===== src/rtl/mem_access_unit.sv =====
`default_nettype none
// ============================================================================
// Module   : mem_access_unit
// Purpose  : MEM-stage load/store initiator for a word-wide data memory, with
//            alignment/range faults, load extension and sub-word RMW stores.
// Revision : 1.0 - initial release
// ============================================================================
module mem_access_unit #(
    parameter int MEM_BYTES = 128
) (
    input  logic        clock,
    input  logic        reset_n,
    input  logic        req_valid,
    output logic        req_ready,
    input  logic        req_write,
    input  logic [1:0]  req_size,
    input  logic        req_unsigned,
    input  logic [31:0] req_addr,
    input  logic [31:0] req_wdata,
    output logic        resp_valid,
    output logic [31:0] resp_rdata,
    output logic        resp_fault,
    output logic [31:0] address,
    output logic [31:0] writeData,
    output logic        memWrite,
    output logic        memRead,
    input  logic [31:0] readData
);

    localparam logic [2:0] S_IDLE   = 3'd0;
    localparam logic [2:0] S_LOAD   = 3'd1;
    localparam logic [2:0] S_STORE  = 3'd2;
    localparam logic [2:0] S_RMW_RD = 3'd3;
    localparam logic [2:0] S_RMW_WR = 3'd4;
    localparam logic [2:0] S_DONE   = 3'd5;

    logic [2:0]  r_state;
    logic [2:0]  w_next_state;

    logic [31:0] r_addr;
    logic [1:0]  r_size;
    logic        r_unsigned;
    logic [15:0] r_wdata;
    logic        r_fault;
    logic [31:0] r_rdata;

    logic        w_accept;
    logic        w_fault;
    logic [4:0]  w_lane_shift;
    logic [15:0] w_lane;
    logic [31:0] w_load_data;
    logic [31:0] w_mask;
    logic [31:0] w_insert;
    logic [31:0] w_merged;
    logic [31:0] w_addr_src;
    logic        w_mem_read;
    logic        w_mem_write;
    logic [31:0] w_address;
    logic [31:0] w_wdata;

    assign w_accept = req_valid && (r_state == S_IDLE);
    assign w_fault  = (req_size == 2'd3)
                   || ((req_size == 2'd1) && req_addr[0])
                   || ((req_size == 2'd2) && (req_addr[1:0] != 2'b00))
                   || (req_addr >= 32'(MEM_BYTES));

    // Little-endian lane select; halfword alignment guarantees the shift fits.
    assign w_lane_shift = {r_addr[1:0], 3'b000};
    assign w_lane       = 16'(readData >> w_lane_shift);

    always_comb begin
        w_load_data = readData;
        case (r_size)
            2'd0:    w_load_data = r_unsigned ? {24'b0, w_lane[7:0]}
                                              : {{24{w_lane[7]}}, w_lane[7:0]};
            2'd1:    w_load_data = r_unsigned ? {16'b0, w_lane}
                                              : {{16{w_lane[15]}}, w_lane};
            default: w_load_data = readData;
        endcase
    end

    assign w_mask   = ((r_size == 2'd0) ? 32'h0000_00FF : 32'h0000_FFFF) << w_lane_shift;
    assign w_insert = ((r_size == 2'd0) ? {24'b0, r_wdata[7:0]} : {16'b0, r_wdata}) << w_lane_shift;
    assign w_merged = (readData & ~w_mask) | w_insert;

    // State register
    always_ff @(posedge clock) begin
        if (!reset_n) begin
            r_state <= S_IDLE;
        end else begin
            r_state <= w_next_state;
        end
    end

    // Next-state logic
    always_comb begin
        w_next_state = r_state;
        case (r_state)
            S_IDLE: begin
                if (req_valid) begin
                    if (w_fault)                 w_next_state = S_DONE;
                    else if (!req_write)         w_next_state = S_LOAD;
                    else if (req_size == 2'd2)   w_next_state = S_STORE;
                    else                         w_next_state = S_RMW_RD;
                end
            end
            S_LOAD:   w_next_state = S_DONE;
            S_STORE:  w_next_state = S_DONE;
            S_RMW_RD: w_next_state = S_RMW_WR;
            S_RMW_WR: w_next_state = S_DONE;
            S_DONE:   w_next_state = S_IDLE;
            default:  w_next_state = S_IDLE;
        endcase
    end

    // Memory-port outputs are computed from the next state and registered,
    // so they are asserted exactly during the corresponding state.
    always_comb begin
        w_addr_src  = (r_state == S_IDLE) ? req_addr : r_addr;
        w_mem_read  = (w_next_state == S_LOAD) || (w_next_state == S_RMW_RD);
        w_mem_write = (w_next_state == S_STORE) || (w_next_state == S_RMW_WR);
        w_address   = (w_mem_read || w_mem_write) ? (w_addr_src & ~32'h3) : 32'h0;
        w_wdata     = 32'h0;
        if (w_next_state == S_STORE)       w_wdata = req_wdata;
        else if (w_next_state == S_RMW_WR) w_wdata = w_merged;
    end

    always_ff @(posedge clock) begin
        if (!reset_n) begin
            memRead    <= 1'b0;
            memWrite   <= 1'b0;
            address    <= 32'h0;
            writeData  <= 32'h0;
            r_addr     <= 32'h0;
            r_size     <= 2'd0;
            r_unsigned <= 1'b0;
            r_wdata    <= 16'h0;
            r_fault    <= 1'b0;
            r_rdata    <= 32'h0;
        end else begin
            memRead   <= w_mem_read;
            memWrite  <= w_mem_write;
            address   <= w_address;
            writeData <= w_wdata;
            if (w_accept) begin
                r_addr     <= req_addr;
                r_size     <= req_size;
                r_unsigned <= req_unsigned;
                r_wdata    <= req_wdata[15:0];
                r_fault    <= w_fault;
                r_rdata    <= 32'h0;
            end else if (r_state == S_LOAD) begin
                r_rdata <= w_load_data;
            end
        end
    end

    assign req_ready  = (r_state == S_IDLE);
    assign resp_valid = (r_state == S_DONE);
    assign resp_rdata = resp_valid ? r_rdata : 32'h0;
    assign resp_fault = resp_valid && r_fault;

endmodule
`default_nettype wire


===== config.mk =====
export PLATFORM = sky130hd
export DESIGN_NAME = mem_access_unit
export DESIGN_NICKNAME = d
export VERILOG_FILES = /design/src/rtl/mem_access_unit.sv
export SDC_FILE = /design/constraint.sdc
export NUM_CORES = 1
export LEC_CHECK = 0
export ABC_AREA = 1
export CAP_MARGIN = 40
export CORE_ASPECT_RATIO = 0.8
export CORE_MARGIN = 5
export CORE_UTILIZATION = 51
export CTS_CLUSTER_SIZE = 10
export DETAILED_ROUTE_END_ITERATION = 10
export MAX_ROUTING_LAYER = met4
export PLACE_DENSITY = 0.82
export SYNTH_ARGS = -nofsm -noshare
export SYNTH_HDL_FRONTEND = slang
export SYNTH_SLANG_ARGS = --single-unit
export TNS_END_PERCENT = 10

===== constraint.sdc =====
create_clock -name clock -period 3.56 [get_ports clock]
set_input_delay 0.356 -clock clock [delete_from_list [all_inputs] [get_ports clock]]
set_output_delay 0.356 -clock clock [all_outputs]
set_load 0.01 [all_outputs]

Yosys cells after proc, flatten, opt, wreduce, memory -nomap -nowiden
Cells that the tools add are included.
{"block": "classes", "eq_ne": 13, "magnitude_cmp": 1, "n_bitwise": 4, "add_sub_neg": 0, "shift": 3, "n_mux": 14, "mul": 0, "n_reduce_logical": 16, "div": 0}
{"operator": "$mux 32", "n": 6}
{"operator": "$pmux 32 s2", "n": 1}
{"operator": "$shl 16x5->32", "n": 2}
{"operator": "$and 32x32->32", "n": 1}
{"operator": "$ge 32x8->1 const B", "n": 1}
{"operator": "$mux 16", "n": 2}
{"operator": "$not 32->32", "n": 1}
{"operator": "$or 32x32->32", "n": 1}
{"operator": "$shr 32x5->16", "n": 1}
{"operator": "$eq 3x2->1 const B", "n": 4}
{"operator": "$eq 3x3->1 const B", "n": 3}
{"operator": "$pmux 3 s3", "n": 1}
{"operator": "$eq 3x1->1 const B", "n": 2}
{"operator": "$logic_or 1x1->1", "n": 6}
{"operator": "$mux 3", "n": 2}
{"operator": "$eq 2x1->1 const B", "n": 2}
{"operator": "$eq 2x2->1 const B", "n": 2}
{"operator": "$logic_and 1x1->1", "n": 4}
{"operator": "$logic_not 3->1", "n": 1}
{"operator": "$reduce_or 3->1", "n": 1}
{"operator": "$logic_not 2->1", "n": 1}
{"operator": "$mux 2", "n": 1}
{"operator": "$reduce_and 2->1", "n": 1}
{"operator": "$reduce_bool 2->1", "n": 1}
{"operator": "other kinds (3)", "n": 3}
{"block": "word_totals", "word_cells": 63, "latch_bits": 0, "out_inout_bits": 101, "mem_bits_rw": 0, "input_bits": 103, "mem_bits_ro": 0, "register_bits": 153, "memories": 0}

Depth between registers and ports, before layout
Gate-level depths: netlist (run 1).
{"block": "depth", "word_depth": 12, "ltp_mapped": 13, "depth_no_buf": 12}

Least setup slack after synthesis (run 1)
OpenSTA, ideal clock, no wires.
{"block": "synth_path", "path_type": "reg2out", "start": "reg r_state[2]", "end": "out resp_rdata[10]", "slack_ps": 1873, "required_time_ps": 3204, "t_arrival_ps": 1331, "path_stages_with_launch": 6, "n_path_buf": 1, "path_cell_list": "dfxtp_1 inv_1 nor3_1 inv_1 clkbuf_1 nor2_1"}
{"block": "synth_between", "elab_chain_len": 2}
{"item": "from (decl)", "line": "37", "rtl": "logic [2:0] r_state;"}
{"item": "from (signal assigned)", "line": "91", "rtl": "r_state <= w_next_state;"}
{"item": "$eq 3x3->1", "line": "159", "rtl": "assign resp_valid = (r_state == S_DONE);"}
{"item": "net resp_valid", "line": "20", "rtl": "output logic resp_valid,"}
{"item": "$mux 32", "line": "160", "rtl": "assign resp_rdata = resp_valid ? r_rdata : 32'h0;"}
{"item": "to (decl)", "line": "21", "rtl": "output logic [31:0] resp_rdata,"}
The timed path passes the listed nets, and every way through them passes these cells.

Worst setup path after layout (run 1)
{"block": "layout_path", "start": "reg r_state[2]", "end": "out resp_rdata[3]"}
{"block": "layout_between", "elab_chain_len": 2}
{"item": "$eq 3x3->1", "line": "159"}
{"item": "$mux 32", "line": "160"}
No other way between the ends.

==> out/results.ini, run 1 <==
[flow_run]
maxCapViolations = 0

[clock_tree]
cts_root_buf = clkbuf_16
htree_levels = 4
clockBufferDepth = 2
cts_tree = built
ctsHoldBuffers = 0
postCtsSetupBuffers = 0
clock_latency_ns = 0.42
path_clk_slew_ns = 0.06
cts.repair.resized = 0
cts-buffers-inserted = 17
clock_sinks = 151

[power]
pwr-share-clk = 0.379
intPower_mw = 3.305
powerDensity_mw_per_mm2 = 502.8
switching_share = 0.3135
leakage_nw = 3.644
power_frac_seq = 0.395
power_frac_comb = 0.226
p_sw_mw = 1.509
peakVddDrop_v = 0.0003557

[setup_path]
crit_type = flip-flop to primary output
arrival_ns = 2.34
cp.required_ns = 3.20
r2r_start = r_addr[1]
crit_top_cell = inv_1
crit_buf_inv = 4
cp-start-kind = flip-flop
crit_chain = inv_1, nor3_1, inv_1, buf_16, nor2_1, clkdlybuf4s50_1
critPathSlowestCell = clkdlybuf4s50_1
critPathTopFamily = buffers and inverters
crit_path_end_kind = primary output
crit_start = r_state[2]
critPathMaxFanout = 28
slowest_delay_ns = 0.55

[logic_synthesis]
yosys_warnings = 0
ys_ff_latch = 151
synth_flop_cell = dfxtp_1
postSynthAreaPerCell_sq_um = 7.080
synth_edf_count = 0
synth_top_area_cell = dfxtp_1
syn_area_sq_mm = 0.006889
ys_seq_area_frac = 0.4388
yosysMostFrequentCell = inv_1
synthDistinctLibCells = 34
synth_commonest_cells = 155 x inv_1, 151 x dfxtp_1, 149 x nand2_1
ys_top_cells_by_area = dfxtp_1 44%, o21ai_0 9.0%, inv_1 8.4%
synthArstFlopShare = 0
syn-instance-count = 973
synth_top_cell_area_share = 0.4388

[drt]
postRouteAntennaNets = 0
routed_via_density = 5.317
wl_mm = 21.58
drtIter0Drc = 801
wire_per_inst_microns = 16.08
detail_route.drc_violations = 0
drtPass1Iterations = 6
vias = 7135

[sta]
max_slew_margin = 0.4999
fmax_ghz = 0.3702
rsz0062_at_grt = no
hold_violations = 0
period_share = 0.7587
setup_viol = 0
fin_worst_skew_ns = 0.007037
hold_ws_ns = 0.4663
period_needed_ns = 2.701
tightest_slew_ns = 0.7492
slew_viol_final = 0
setup_tns_ns = 0

[floorplan]
core_area_sq_mm = 0.01341
io_pins = 204
start_util = 0.5138
die_h_microns = 114.0
fp.dieW_microns = 139.9
die_area_sq_mm = 0.01595
rows = 38

[finish]
antenna_cells = 0
nNetsFinal = 1252
drive_gt1_frac = 0.08090
fillers = 1091
area_growth_pct = 38.99

[global_route]
first_global_vias = 6706
grt_overflow_total = 0
track_usage = 0.2709
grt_max_degree = 62
grt_pass1_wl_mm = 33.88
antenna_found_initial = 0

[place]
port_buffers = 201
place.gp.congestion = 0.9948
dpl.hpwl_mm = 15.48

[outcome]
status = completed

[min_path]
min-delay-start = r_addr[7]
hold_class = flip-flop to flip-flop

## path summary, 6_finish.rpt
path | endpoint | slack (ns) | cells after the start
worst max-delay path | resp_rdata[3] | 0.86 | 6
worst min-delay path | r_addr[7] | 0.47 | 2
worst max register to register | r_rdata[8] | 0.97 | 8
worst min register to register | r_addr[7] | 0.47 | 2
## cell usage in the layout, fill, tap and decap left out, drive strengths merged, types with 2 or more instances in the layout
cell / n
bufinv: 2
clkdlybuf4s50: 201
o221ai: 2
clkbuf: 19
conb: 2
dfxtp: 151
nand3: 39
o21ai: 125
o211ai: 22
a22oi: 7
nor3: 3
a21oi: 91
inv: 163
clkinv: 8
nand2: 151
buf: 16
o22ai: 47
nor2: 106
## area by class of cell
class / instances / area [sq um] / share of cell area
clock inverters: 13 / 143.9 / 0.01503
flip-flops and latches: 151 / 3023 / 0.3157
inverters: 161 / 604.3 / 0.06311
multi-input cells: 601 / 2974 / 0.3106
repair buffers: 217 / 2152 / 0.2247
well taps: 180 / 225.2 / 0.02352
clock buffers: 19 / 452.9 / 0.04730
## registers in the layout, summed over array words and instances (netlist names)
| signal | flops |
|---|---|
| r_fault | 1 |
| r_addr | 32 |
| memRead | 1 |
| memWrite | 1 |
| r_size | 2 |
| address | 30 |
| r_wdata | 16 |
| r_unsigned | 1 |
| r_state | 3 |
| r_rdata | 32 |
| writeData | 32 |
## cells by family after synthesis
group	synth area share
flops	0.4388
compound gates	0.2381
other cells	0.0005443
buf+inv	0.1311
simple gates	0.1914
## through the flow
stage	utilization	cell area [sq um]	total power [mW]	worst slack, ns	cells
floorplan	-	6893	2.617	1.873	974
global placement	0.6665	8936	2.962	0.9490	1307
detailed placement	0.6697	8979	2.995	0.9355	1310
CTS	0.7142	9575	4.805	0.8583	1342
global route	0.7142	9575	5.037	0.6910	1342
finish	0.7142	9575	4.814	0.8591	1342
## power by group through the flow
stage / Sequential [mW] / Combinational [mW] / Clock (mW)
2_1_floorplan: 1.92 / 0.701 / 0
3_3_place_gp: 1.93 / 1.03 / 0
3_5_place_dp: 1.93 / 1.06 / 0
4_1_cts: 1.90 / 1.08 / 1.83
5_1_grt: 1.92 / 1.20 / 1.92
6_report: 1.90 / 1.09 / 1.83
## metal layers
metal | track usage | vias to the layer above | part of all wire
li1 | - | 3505 | -
met1 | 0.3535 | 3238 | 0.43
met2 | 0.4165 | 335 | 0.45
met3 | 0.07628 | 57 | 0.094
met4 | 0.07360 | 0 | 0.024
met5 | - | - | 0
## tightest hold or removal path, stage by stage, from the launching register on
cell and delay, ns:
dfxtp_1 0.30, inv_1 0.05, o22ai_1 0.07
Power figures use the tool's default switching activity.
==> run 2: changes to the inputs <==
CORE_UTILIZATION = 48   (was 51)
PLACE_DENSITY = 0.78   (was 0.82)
clock period = 2.8 ns   (was 3.56 ns; I/O delays follow)
==> run 2 against run 1 <==
  * Sequential power grew 26%
  * Non-clock buffer count grew 4
  * Die area grew 5.7%
  * Via count shrank 0.48%
  * Critical path depth is the same
  * Combinational power grew 30%
  * Final cell count grew 0.60%
  * Utilization shrank 3.6 points
  * First-iteration DRC count shrank 20%
  * Clock skew grew 0.0046 ns
  * Clock-buffer cell count shrank 2
  * Clock power grew 29%
  * Critical path type unchanged
  * Critical endpoint is now resp_rdata[7]
  * Largest power group unchanged
==> out/results.ini, run 2 (synthesized netlist as in run 1, its figures left out) <==
[outcome]
status = completed

[global_route]
track_usage = 0.2611
antenna_found_initial = 0
grt_max_degree = 62
first_global_vias = 6604
grt_pass1_wl_mm = 33.49
grt_overflow_total = 0

[drt]
postRouteAntennaNets = 0
wire_per_inst_microns = 16.03
wl_mm = 21.64
vias = 7101
detail_route.drc_violations = 0
drtIter0Drc = 641
drtPass1Iterations = 7
routed_via_density = 5.260

[finish]
final_cell_mix = 201 x clkdlybuf4s50_1, 155 x inv_1, 151 x dfxtp_1
top_regs = r_addr x32, r_rdata x32, writeData x32
regArea_sq_mm = 0.003023
area_growth_pct = 39.68
layout_commonest_cell = clkdlybuf4s50_1
antenna_cells = 0
postLayoutCellArea_sq_mm = 0.009623
final_core_util = 0.6777
drive_gt1_frac = 0.08405
nNetsFinal = 1256
multi_input_area_sq_mm = 0.002974
fillers = 1199

[power]
leakage_nw = 3.663
powerDensity_mw_per_mm2 = 641.5
peakVddDrop_v = 0.0005071

[sta]
fmax_ghz = 0.4016
setup_ws_ns = 0.3099
period_share = 0.8893
hold_violations = 0
setup_tns_ns = 0
slew_viol_final = 0
tightest_slew_ns = 0.7649
period_needed_ns = 2.490
hold_ws_ns = 0.4373
setup_viol = 0
max_slew_margin = 0.4877
fin_worst_skew_ns = 0.01160
rsz0062_at_grt = no

[clock_tree]
cts_root_buf = clkbuf_16
clock_latency_ns = 0.42
htree_levels = 4
cts-buffers-inserted = 17
path_clk_slew_ns = 0.07
cts.repair.resized = 0
cts_tree = built
clockBufferDepth = 2
ctsHoldBuffers = 0
postCtsSetupBuffers = 0
clock_sinks = 151

[setup_path]
crit_type = flip-flop to primary output
crit_start = r_state[2]
r2r_cells = 7
critPathMaxFanout = 33
cp-start-kind = flip-flop
worstSetupEndpoint = resp_rdata[7]
ff2ff_setup_slack_ns = 0.40
crit_path_end_kind = primary output
reg2reg_to = r_rdata[17]
r2r_start = r_addr[0]
cp.required_ns = 2.52
arrival_ns = 2.21

[flow_run]
maxCapViolations = 0

[floorplan]
die_h_microns = 117.2
start_util = 0.4852
die_area_sq_mm = 0.01686
rows = 39
core_area_sq_mm = 0.01420
io_pins = 204
fp.dieW_microns = 143.9

[min_path]
hold_class = primary input to flip-flop
min-delay-start = req_wdata[21]

[place]
place_ws_ns = 0.3839
port_buffers = 201
place.gp.congestion = 0.9555
dpl.hpwl_mm = 15.78
post_dp_cell_area_sq_mm = 0.009019

==> run 2: critical path, cell delays in order, from the launching register on <==
cell and delay, ns:
dfxtp_1 0.44, inv_1 0.09, nor3_1 0.24, inv_1 0.07
buf_4 0.23, nor2_1 0.13, clkdlybuf4s50_1 0.59
==> run 2: area by class of cell <==
cell class,instances,share of cell area
Sequential cell,151,0.3141
Tap cell,184,0.02392
Inverter,161,0.06280
Clock buffer,17,0.04421
Clock inverter,15,0.01859
Timing Repair Buffer,221,0.2273
Multi-Input combinational cell,601,0.3091
==> run 2: report_power, final <==
group,internal [mW],total [mW],switching [mW]
sequential,2.32,2.39,0.0706
clock,1.35,2.36,1.01
combinational,0.525,1.42,0.893
==> run 2: per-layer routing <==
metal	GRT usage	share of wire	vias to the layer above	wire length, microns
li1	-	-	3522	-
met1	0.3498	0.44	3167	9430
met2	0.3943	0.44	350	9463
met3	0.05646	0.098	62	2123
met4	0.08783	0.029	0	623
met5	-	0	-	0
==> run 2: metrics by stage <==
| step | std cells | power [mW] |
|---|---|---|
| 6_report | 1350 | 6.173 |
| 5_1_grt | 1350 | 6.452 |
| 4_1_cts | 1350 | 6.174 |
| 3_5_place_dp | 1318 | 3.827 |
| 3_3_place_gp | 1318 | 3.804 |
| 2_1_floorplan | 974 | 3.328 |
==> run 2: worst min-delay path by stage <==
stage	slack (ns)	depth (start not counted)	endpoint
2_1_floorplan	0.43	2	r_addr[0]
3_3_place_gp	0.45	2	r_addr[16]
3_5_place_dp	0.45	2	r_addr[4]
4_1_cts	0.43	3	writeData[21]
5_1_grt	0.46	3	writeData[26]
6_report	0.44	3	writeData[21]
